**src/rtl/tlfs_pkg.sv**
```systemverilog
// Shared types for the four-lane phase scheduler.
// State encoding, lane geometry and lane one-hot helper.
package tlfs_pkg;

  typedef enum logic [1:0] {
    ALLRED,
    GREEN,
    YELLOW,
    EMG_GREEN
  } state_t;

  localparam int LANES = 4;
  localparam int LW = 2;

  function automatic logic [LANES-1:0] lane_onehot(
    input logic [LW-1:0] l
  );
    logic [LANES-1:0] r;
    r = '0;
    r[l] = 1'b1;
    return r;
  endfunction

endpackage

```
**src/rtl/lane_phase_scheduler_if.sv**
```systemverilog
// Bundle between car counters, scheduler and light drivers.
// Master drives requests and time base; slave drives the lights.
interface lane_phase_scheduler_if #(
  parameter int CNT_W = 4
);
  import tlfs_pkg::*;

  logic             en;
  logic             tick;
  logic [CNT_W-1:0] cur1;
  logic [CNT_W-1:0] cur2;
  logic [CNT_W-1:0] cur3;
  logic [CNT_W-1:0] cur4;
  logic [LANES-1:0] emg;
  logic [LANES-1:0] green;
  logic [LANES-1:0] yellow;
  logic [LANES-1:0] red;
  logic [LW-1:0]    lane;
  logic             preempt;

  modport master (
    output en, tick, cur1, cur2, cur3, cur4, emg,
    input  green, yellow, red, lane, preempt
  );

  modport slave (
    input  en, tick, cur1, cur2, cur3, cur4, emg,
    output green, yellow, red, lane, preempt
  );

endinterface

```
**src/rtl/lane_phase_scheduler_rr_lane_pick.sv**
```systemverilog
// Round-robin picker: first requesting lane at or after ptr,
// wrapping 3->0.
module rr_lane_pick
  import tlfs_pkg::*;
(
  input  logic [LW-1:0]    ptr,
  input  logic [LANES-1:0] req,
  output logic             valid,
  output logic [LW-1:0]    sel
);

  logic [2*LANES-1:0] dbl;
  logic [LANES-1:0]   rot;
  logic [LW-1:0]      off;

  assign dbl = {req, req};
  assign rot = dbl[ptr +: LANES];
  assign valid = |rot;
  assign sel = ptr + off;

  always_comb begin
    off = '0;
    priority case (1'b1)
      rot[0]:  off = 2'd0;
      rot[1]:  off = 2'd1;
      rot[2]:  off = 2'd2;
      rot[3]:  off = 2'd3;
      default: off = 2'd0;
    endcase
  end

endmodule

```
**src/rtl/lane_phase_scheduler.sv**
```systemverilog
// Intersection phase sequencer: round-robin green service,
// yellow and all-red clearance, emergency preemption.
module lane_phase_scheduler
  import tlfs_pkg::*;
#(
  parameter int MAX_GREEN = 5,
  parameter int MIN_GREEN = 2,
  parameter int YEL_T     = 2,
  parameter int RED_T     = 1,
  parameter int CNT_W     = 4
) (
  input  logic clk,
  input  logic rst,
  lane_phase_scheduler_if.slave bus
);

  localparam int TMAX =
    (MAX_GREEN > YEL_T)
      ? ((MAX_GREEN > RED_T) ? MAX_GREEN : RED_T)
      : ((YEL_T > RED_T) ? YEL_T : RED_T);
  localparam int TW = $clog2(TMAX + 1);

  state_t           state, state_n;
  logic [TW-1:0]    timer, timer_n, timer_inc;
  logic [LW-1:0]    lane_q, lane_n;
  logic [LW-1:0]    ptr, ptr_n;
  logic             pre_q, pre_n;
  logic [LANES-1:0] green_q, yellow_q, red_q;
  logic [LANES-1:0] green_n, yellow_n;
  logic [LANES-1:0] nz;
  logic             cur_v, emg_v;
  logic [LW-1:0]    cur_sel, emg_sel;
  logic             any_emg, own_emg;
  int               tn;

  assign nz = {bus.cur4 != CNT_W'(0), bus.cur3 != CNT_W'(0),
               bus.cur2 != CNT_W'(0), bus.cur1 != CNT_W'(0)};
  assign any_emg = |bus.emg;
  assign own_emg = bus.emg[lane_q];
  assign timer_inc = (timer == '1) ? timer : timer + TW'(1);
  assign tn = int'(timer) + 1;

  rr_lane_pick u_cur (
    .ptr   (ptr),
    .req   (nz),
    .valid (cur_v),
    .sel   (cur_sel)
  );

  // Fixed pointer 0 turns the picker into a lowest-index priority pick.
  rr_lane_pick u_emg (
    .ptr   (2'd0),
    .req   (bus.emg),
    .valid (emg_v),
    .sel   (emg_sel)
  );

  always_ff @(posedge clk) begin
    if (rst) begin
      state    <= ALLRED;
      timer    <= '0;
      lane_q   <= '0;
      ptr      <= '0;
      pre_q    <= 1'b0;
      green_q  <= '0;
      yellow_q <= '0;
      red_q    <= '1;
    end else if (bus.en) begin
      state    <= state_n;
      timer    <= timer_n;
      lane_q   <= lane_n;
      ptr      <= ptr_n;
      pre_q    <= pre_n;
      green_q  <= green_n;
      yellow_q <= yellow_n;
      red_q    <= ~(green_n | yellow_n);
    end
  end

  always_comb begin
    state_n = state;
    timer_n = timer;
    lane_n  = lane_q;
    ptr_n   = ptr;
    pre_n   = pre_q;
    if (bus.tick) begin
      unique case (state)
        ALLRED: begin
          if (int'(timer) >= RED_T) begin
            if (emg_v) begin
              state_n = EMG_GREEN;
              lane_n  = emg_sel;
              timer_n = '0;
              pre_n   = 1'b1;
            end else if (cur_v) begin
              state_n = GREEN;
              lane_n  = cur_sel;
              timer_n = '0;
              pre_n   = 1'b0;
            end else begin
              timer_n = timer_inc;
              pre_n   = 1'b0;
            end
          end else begin
            timer_n = timer_inc;
          end
        end
        GREEN: begin
          // Own-lane emergency freezes the green timer.
          if (!own_emg) begin
            if (tn == MAX_GREEN || any_emg ||
                (!nz[lane_q] && tn >= MIN_GREEN)) begin
              state_n = YELLOW;
              timer_n = '0;
              ptr_n   = lane_q + LW'(1);
              pre_n   = any_emg;
            end else begin
              timer_n = timer_inc;
            end
          end
        end
        YELLOW: begin
          if (tn == YEL_T) begin
            state_n = ALLRED;
            timer_n = '0;
          end else begin
            timer_n = timer_inc;
          end
        end
        EMG_GREEN: begin
          if (!own_emg) begin
            state_n = YELLOW;
            timer_n = '0;
            ptr_n   = lane_q + LW'(1);
          end
        end
      endcase
    end
  end

  always_comb begin
    green_n  = '0;
    yellow_n = '0;
    unique case (state_n)
      GREEN, EMG_GREEN: green_n  = lane_onehot(lane_n);
      YELLOW:           yellow_n = lane_onehot(lane_n);
      ALLRED:           ;
    endcase
  end

  assign bus.green   = green_q;
  assign bus.yellow  = yellow_q;
  assign bus.red     = red_q;
  assign bus.lane    = lane_q;
  assign bus.preempt = pre_q;

  always_ff @(posedge clk) begin
    if (!rst) begin
      assert (!(|green_q && |yellow_q) &&
              $onehot0(green_q) && $onehot0(yellow_q))
        else $error("green/yellow exclusivity violated");
    end
  end

endmodule

```
**src/flat_wrapper.sv**
```systemverilog
// flat-port wrapper written by rule: the top's interface ports become plain ports
module lane_phase_scheduler_flat import tlfs_pkg::*;
#(
  parameter int MAX_GREEN = 5,
  parameter int MIN_GREEN = 2,
  parameter int YEL_T     = 2,
  parameter int RED_T     = 1,
  parameter int CNT_W     = 4
)
  (clk, rst, bus_en, bus_tick, bus_cur1, bus_cur2, bus_cur3, bus_cur4, bus_emg, bus_green, bus_yellow, bus_red, bus_lane, bus_preempt);
  lane_phase_scheduler_if #(.CNT_W(CNT_W)) bus_i ();
  input  logic clk;
  input  logic rst;
  input wire logic [$bits(bus_i.en)-1:0] bus_en;
  input wire logic [$bits(bus_i.tick)-1:0] bus_tick;
  input wire logic [$bits(bus_i.cur1)-1:0] bus_cur1;
  input wire logic [$bits(bus_i.cur2)-1:0] bus_cur2;
  input wire logic [$bits(bus_i.cur3)-1:0] bus_cur3;
  input wire logic [$bits(bus_i.cur4)-1:0] bus_cur4;
  input wire logic [$bits(bus_i.emg)-1:0] bus_emg;
  output wire logic [$bits(bus_i.green)-1:0] bus_green;
  output wire logic [$bits(bus_i.yellow)-1:0] bus_yellow;
  output wire logic [$bits(bus_i.red)-1:0] bus_red;
  output wire logic [$bits(bus_i.lane)-1:0] bus_lane;
  output wire logic [$bits(bus_i.preempt)-1:0] bus_preempt;
  assign bus_i.en = bus_en;
  assign bus_i.tick = bus_tick;
  assign bus_i.cur1 = bus_cur1;
  assign bus_i.cur2 = bus_cur2;
  assign bus_i.cur3 = bus_cur3;
  assign bus_i.cur4 = bus_cur4;
  assign bus_i.emg = bus_emg;
  assign bus_green = bus_i.green;
  assign bus_yellow = bus_i.yellow;
  assign bus_red = bus_i.red;
  assign bus_lane = bus_i.lane;
  assign bus_preempt = bus_i.preempt;
  lane_phase_scheduler #(.MAX_GREEN(MAX_GREEN), .MIN_GREEN(MIN_GREEN), .YEL_T(YEL_T), .RED_T(RED_T), .CNT_W(CNT_W)) u_core (.clk(clk), .rst(rst), .bus(bus_i));
endmodule
```
**config.mk**
```make
export PLATFORM = sky130hd
export DESIGN_NAME = lane_phase_scheduler_flat
export DESIGN_NICKNAME = d
export VERILOG_FILES = /design/src/rtl/tlfs_pkg.sv /design/src/rtl/lane_phase_scheduler_if.sv /design/src/rtl/lane_phase_scheduler_rr_lane_pick.sv /design/src/rtl/lane_phase_scheduler.sv /design/src/flat_wrapper.sv
export SDC_FILE = /design/constraint.sdc
export NUM_CORES = 1
export LEC_CHECK = 0
export CAP_MARGIN = 20
export CELL_PAD_IN_SITES_DETAIL_PLACEMENT = 0
export CELL_PAD_IN_SITES_GLOBAL_PLACEMENT = 1
export CORE_ASPECT_RATIO = 0.75
export CORE_MARGIN = 3
export CORE_UTILIZATION = 36
export CTS_CLUSTER_SIZE = 8
export DETAILED_ROUTE_END_ITERATION = 8
export PLACE_DENSITY_LB_ADDON = 0.1
export SLEW_MARGIN = 20
export SYNTH_ARGS = -nofsm -noshare
export SYNTH_HDL_FRONTEND = slang
export SYNTH_SLANG_ARGS = --single-unit
```
**constraint.sdc**
```tcl
create_clock -name clk -period 2.99 [get_ports clk]
set_input_delay 0.299 -clock clk [delete_from_list [all_inputs] [get_ports clk]]
set_output_delay 0.299 -clock clk [all_outputs]
set_load 0.05 [all_outputs]
```
== Word-level counts from Yosys, hierarchy flattened ==
Index checks and enable logic that the tools add are counted.

* Register bits: 22
* Output and inout bits: 15
* Word-level logic and storage cells: 99

* Add/sub/neg operators: 4
* $lt $le $gt $ge: 5
* Eq/ne operators: 13
* Shifts and indexed selects: 1
* Mux-type cells: 48
* Bitwise operators: 2
* Reductions and logical operators: 18

{| class="wikitable"
|+ Operators by type and width
! cell !! count
|-
| $mux 2 || 24
|-
| $eq 32x3->1 const B || 1
|-
| $eq 32x4->1 const B || 1
|-
| $ge 32x3->1 const B || 1
|-
| $mux 3 || 8
|-
| $reduce_bool 4->1 || 4
|-
| $pmux 3 s4 || 1
|-
| $reduce_and 6->1 || 2
|-
| $eq 2x2->1 const B || 4
|-
| $mux 4 || 2
|-
| $pmux 2 s4 || 1
|-
| $reduce_or 4->1 || 2
|-
| $shiftx 8x3->4 || 1
|-
| $mux 1 || 7
|-
| $lt 2x3->1 const B || 2
|-
| $add 3x1->4 const B || 1
|-
| $bmux 1 s2 || 2
|-
| $eq 2x1->1 const B || 2
|-
| $ne 2x1->1 const B || 2
|-
| $ne 2x2->1 const B || 2
|-
| $not 4->4 || 1
|-
| $or 4x4->4 || 1
|-
| $pmux 2 s2 || 1
|-
| $reduce_and 4->1 || 1
|-
| 14 further kinds || 17
|}

== Depth between registers and ports, before layout ==
* Word-level depth: 19
* Depth in mapped cells: 11

== Cells and area by module ==
A second synthesis with hierarchy kept.

* Cells, all modules: 216
* Area, all modules: 1,806.7 um2

{| class="wikitable"
|+ Modules (own cells, without submodules)
! module !! times used !! cells each !! area an instance (um2) !! sequential area each (um2)
|-
| lane_phase_scheduler || 1 || 170 || 1,446.4 || 440.4
|-
| rr_lane_pick || 2 || 23 || 180.2 || 0.0
|}

== Worst setup path after synthesis ==
OpenSTA, ideal clock, no wires.

* Path kind: in2reg
* From: input port bus_cur3[1]
* To: register u_core.red_q[0], in the netlist u_core.bus.red[0]
* Arrival time: 2.569 ns
* Path slack: 0.299 ns
* Cell stages on the path: 10
* Path buffers: 1
* Cell sequence: or4_1 buf_2 o311a_1 o21ai_0 ha_1 xnor2_1 mux2i_1 mux2i_1 a221o_1 o32a_1

* Cells in the longest elaborated chain, start to end: 19

{| class="wikitable"
|+ RTL lines
! element !! line !! RTL
|-
| from (decl) || flat_wrapper.sv:18 || <nowiki>input wire logic [$bits(bus_i.cur3)-1:0] bus_cur3;</nowiki>
|-
| $reduce_bool 4->1 * || lane_phase_scheduler.sv:36 || <nowiki>assign nz = {bus.cur4 != CNT_W'(0), bus.cur3 != CNT_W'(0),</nowiki>
|-
| $shiftx 8x3->4 || lane_phase_scheduler_rr_lane_pick.sv:17 || <nowiki>assign rot = dbl[ptr +: LANES];</nowiki>
|-
| $mux 2 (4 in a row) || lane_phase_scheduler_rr_lane_pick.sv:23 || <nowiki>priority case (1'b1)</nowiki>
|-
| $add 2x2->2 || lane_phase_scheduler_rr_lane_pick.sv:19 || <nowiki>assign sel = ptr + off;</nowiki>
|-
| $mux 2 || lane_phase_scheduler.sv:95 || <nowiki>end else if (cur_v) begin</nowiki>
|-
| $mux 2 || lane_phase_scheduler.sv:90 || <nowiki>if (emg_v) begin</nowiki>
|-
| $mux 2 || lane_phase_scheduler.sv:89 || <nowiki>if (int'(timer) >= RED_T) begin</nowiki>
|-
| $mux 2 || lane_phase_scheduler.sv:87 || <nowiki>unique case (state)</nowiki>
|-
| $mux 2 || lane_phase_scheduler.sv:86 || <nowiki>if (bus.tick) begin</nowiki>
|-
| $lt 2x3->1 (implied by the code) / $ge 2x1->1 (equally long branches) || tlfs_pkg.sv:20 || <nowiki>r[l] = 1'b1;</nowiki>
|-
| $logic_and 1x1->1 (implied by the code) || tlfs_pkg.sv:20 ||
|-
| $mux 1 (implied by the code) || tlfs_pkg.sv:20 ||
|-
| $demux 1 s2 || -- ||
|-
| $mux 4 || lane_phase_scheduler.sv:144 || <nowiki>unique case (state_n)</nowiki>
|-
| $or 4x4->4 * || lane_phase_scheduler.sv:76 || <nowiki>red_q <= ~(green_n | yellow_n);</nowiki>
|-
| $not 4->4 * || lane_phase_scheduler.sv:76 ||
|-
| to (signal assigned) || lane_phase_scheduler.sv:76 ||
|-
| to (decl) || lane_phase_scheduler.sv:28 || <nowiki>logic [LANES-1:0] green_q, yellow_q, red_q;</nowiki>
|}

Mark *: on every way between the ends. The rest lies on a longest branch, timed or not. The select of a mux whose other input is x is not followed.
A chain may end at the register's enable or synchronous reset.

== Worst setup path in the final report ==
* From: input port bus_cur3[2]
* To: register u_core.green_q[1], in the netlist u_core.bus.green[1]

* Cells in the longest elaborated chain, start to end: 17

{| class="wikitable"
|+ RTL lines
! element !! line !! RTL
|-
| $reduce_bool 4->1 * || lane_phase_scheduler.sv:36 ||
|-
| $shiftx 8x3->4 || lane_phase_scheduler_rr_lane_pick.sv:17 ||
|-
| $mux 2 (4 in a row) || lane_phase_scheduler_rr_lane_pick.sv:23 ||
|-
| $add 2x2->2 || lane_phase_scheduler_rr_lane_pick.sv:19 ||
|-
| $mux 2 || lane_phase_scheduler.sv:95 ||
|-
| $mux 2 || lane_phase_scheduler.sv:90 ||
|-
| $mux 2 || lane_phase_scheduler.sv:89 ||
|-
| $mux 2 || lane_phase_scheduler.sv:87 ||
|-
| $mux 2 || lane_phase_scheduler.sv:86 ||
|-
| $lt 2x3->1 (implied by the code) / $ge 2x1->1 (equally long branches) || tlfs_pkg.sv:20 ||
|-
| $logic_and 1x1->1 (implied by the code) || tlfs_pkg.sv:20 ||
|-
| $mux 1 (implied by the code) || tlfs_pkg.sv:20 ||
|-
| $demux 1 s2 || -- ||
|-
| $mux 4 * || lane_phase_scheduler.sv:144 ||
|-
| to (signal assigned) || lane_phase_scheduler.sv:74 || <nowiki>green_q <= green_n;</nowiki>
|-
| to (decl) || lane_phase_scheduler.sv:28 ||
|}

Marked as above.

==> flow_summary.toml <==
[sta]
fmax_ghz = 0.3542
hold_viol = 0
fin_crit_sh_pct = 94.42
worstMarginPinSlew_ns = 0.6775
drv_slew = 0
relSlewSlack_pct = 54.69
fin_crit_ns = 2.823
hold_slack_ns = 0.4603
setup_viol = 0
fin_skew_ns = 0.002031

[logic_synthesis]
yosysWarnings = 0
synth-edff-count = 0
yosysTopAreaCell = "dfxtp_1"
ys.flop_type = "dfxtp_1"
syn_inst = 179
synth_top_area_share_pct = 27.83
synth_area_leaders = "dfxtp_1 28%, mux4_2 5.7%, ha_1 5.5%"
ys_ff_latch = 22
async_flop_share_pct = 0
ys_seq_area_share_pct = 27.83
syn_area_sq_um = 1583
synth.avg_cell_area_sq_um = 8.842
syn_nets = 210
synth_cell_types = 58

[global_routing]
antenna_found_initial = 0
grt_usage_pct = 18.63
grt_pass1_wl_um = 7762
grt_max_degree = 16
grt_pass1_vias = 1625
grt_overflow = 0

[die]
fp.dieW_um = 82.57
start_util_pct = 38.33
dieArea_sq_um = 5237
die_h_um = 63.43
boundaryPins = 39
core_area_sq_um = 4129
rows = 20

[power]
powerDensity_nw_per_um2 = 343.4
leakagePower_nw = 0.8357
vdd_drop_max_v = 0.0002118

[drt]
firstDrtPassIters = 4
wl_per_cell_um = 16.03
drc_errors = 0
drt_wl_total_um = 4633
vias_per_cell = 5.813
detail-route-antenna-nets = 0
num_vias = 1680
drt_iter0_drc = 104

[final_layout]
final_cell_area_sq_um = 2303
diodes = 0
num-fill-cells = 375
synthToLayoutAreaGrowth_pct = 45.53
fin_cells = 289
layout-drive-gt1-share_pct = 24.36
final_nets = 266

[hold_path]
holdPathEnd = "u_core.bus.yellow[0]"
hp-start = "u_core.bus.yellow[0]"
min_path_type = "flip-flop to flip-flop"
holdPathStages = 2

[place]
gp_congestion = 0.8307
placedCellCount = 283
dp_hpwl_um = 3492
place_area_sq_um = 2121
port-buffer-count = 38

[setup_path]
end_kind = "flip-flop"
reg2reg_from = "u_core.timer[0]"
r2r_cells = 11
crit_path_max_fanout = 6
critPathKind = "primary input to flip-flop"
reg2reg_to = "u_core.bus.red[2]"
required_ns = 3.20
r2r_slack_ns = 0.25
start_kind = "primary input"
crit_arrival_ns = 3.03

[clock_tree]
insertion_delay_ns = 0.26
clockBufferDepth = 2
root_buffer = "clkbuf_8"
cts_made_buffers = 3
clk_pin_slew_ns = 0.08
postCtsHoldBufs = 0
cts.sinks = 22
cts_max_level = 1
cts_tree = "yes"

[run]
cap_viol_max_count = 0

[outcome]
status = "finished, final reports clean"
## area by class of cell
type	instances	area (sq um)	share of cell area [%]
clock buffers	4	55.05	2.390
flip-flops and latches	22	441.7	19.17
well taps	55	68.82	2.988
repair buffers	61	565.5	24.55
inverters	11	41.29	1.793
multi-input cells	136	1131	49.10
## logic make-up (layout without fill, tap and decap cells)
group / after synthesis / after routing / share of synthesized area, %
buffers and inverters: 21 / 76 / 6.957
AOI/OAI and AO/OA: 59 / 59 / 30.20
DFF: 22 / 22 / 27.83
xor gates and xnor gates: 2 / 2 / 1.107
and+or+nand+nor: 61 / 61 / 20.79
adders and majority gates: 7 / 7 / 5.533
muxes: 7 / 7 / 7.589
## worst max-delay path by stage
stage / from / endpoint / slack (ns)
floorplan: bus_cur3[1] / u_core.bus.red[0] / 0.30
global placement: bus_cur1[1] / u_core.bus.yellow[2] / -0.47
detailed placement: bus_cur3[1] / u_core.bus.green[2] / -0.53
CTS: bus_cur3[2] / u_core.bus.red[0] / 0.02
global route: bus_cur3[2] / u_core.bus.green[1] / -0.0006
finish: bus_cur3[2] / u_core.bus.green[1] / 0.17
## Yosys cell counts, types with 2 or more instances
master	number
a22oi_1	2
o21ai_0	4
inv_1	10
or4_1	4
nand4_1	2
xnor2_1	2
nand3_1	4
o21bai_1	2
a32o_1	3
o32a_1	2
o31ai_1	6
a21o_1	2
nor3_1	3
a31oi_1	5
a211oi_1	4
buf_6	2
clkbuf_1	2
buf_2	2
nor2b_1	2
ha_1	7
a311oi_1	2
a21oi_1	10
a221oi_1	2
nor4_1	6
nor2_1	17
nand2_1	10
dfxtp_1	22
nand3b_1	3
a221o_1	2
or3_1	2
mux2i_1	3
mux4_2	4
## worst max-delay path: stages
cell,delay (ns)
clkdlybuf4s50_1,0.42
or4_4,0.47
o311a_1,0.35
o21ai_1,0.13
ha_2,0.21
xnor2_2,0.08
mux2i_1,0.17
mux2i_2,0.12
buf_4,0.16
a221oi_4,0.39
a32o_1,0.23
## state kept, by name (all words and copies together) (netlist names)
name                count
u_core.bus.green        4
u_core.bus.lane         2
u_core.bus.preempt      1
u_core.bus.red          4
u_core.bus.yellow       4
u_core.ptr              2
u_core.state            2
u_core.timer            3
## power by group
| group | switching, mW | leakage (nW) | internal (mW) |
|---|---|---|---|
| clock network | 0.103 | 0.0288 | 0.118 |
| registers | 0.0170 | 0.179 | 0.304 |
| logic | 0.131 | 0.628 | 0.118 |
## layout by cell type (no fill, tap or decap), types with 3 or more instances in the layout
master           count
a32o_1               3
clkdlybuf4s50_1     33
o21ai_0              3
a31oi_1              5
nor4_1               5
nand3_1              4
nand2_1             10
inv_1               10
or4_4                5
a211oi_1             3
dlymetal6s2s_1       5
dfxtp_1             21
buf_4               23
nor2_1              17
nand3b_1             3
o31ai_1              6
clkbuf_8             4
a21oi_1             10
mux4_2               4
ha_1                 6
## timing repair
action / CTS / global route
resized for setup: 10 / 16
pin swaps: 4 / 13
setup buffers: 2 / 0
setup endpoints to repair: 10 / 12
## per-layer routing
layer	GRT usage, %	vias up	share of wire [%]	wire (um)
li1	-	807	-	-
met1	26.51	825	48	2209
met2	29.80	46	46	2138
met3	4.571	2	6.0	277
met4	1.020	0	0.17	8
met5	0	-	0	0
## stage by stage
step	TNS, ns	worst slack, ns	util [%]	total power [mW]
finish	0	0.1669	55.79	0.7910
global route	-0.0006344	-0.0006344	55.79	0.8275
CTS	0	0.01925	54.09	0.7902
detailed placement	-5.367	-0.5278	51.36	0.5612
global placement	-4.213	-0.4663	51.36	0.5574
floorplan	0	0.2994	-	0.4654
Note: power is estimated with default switching activity, not from simulation.
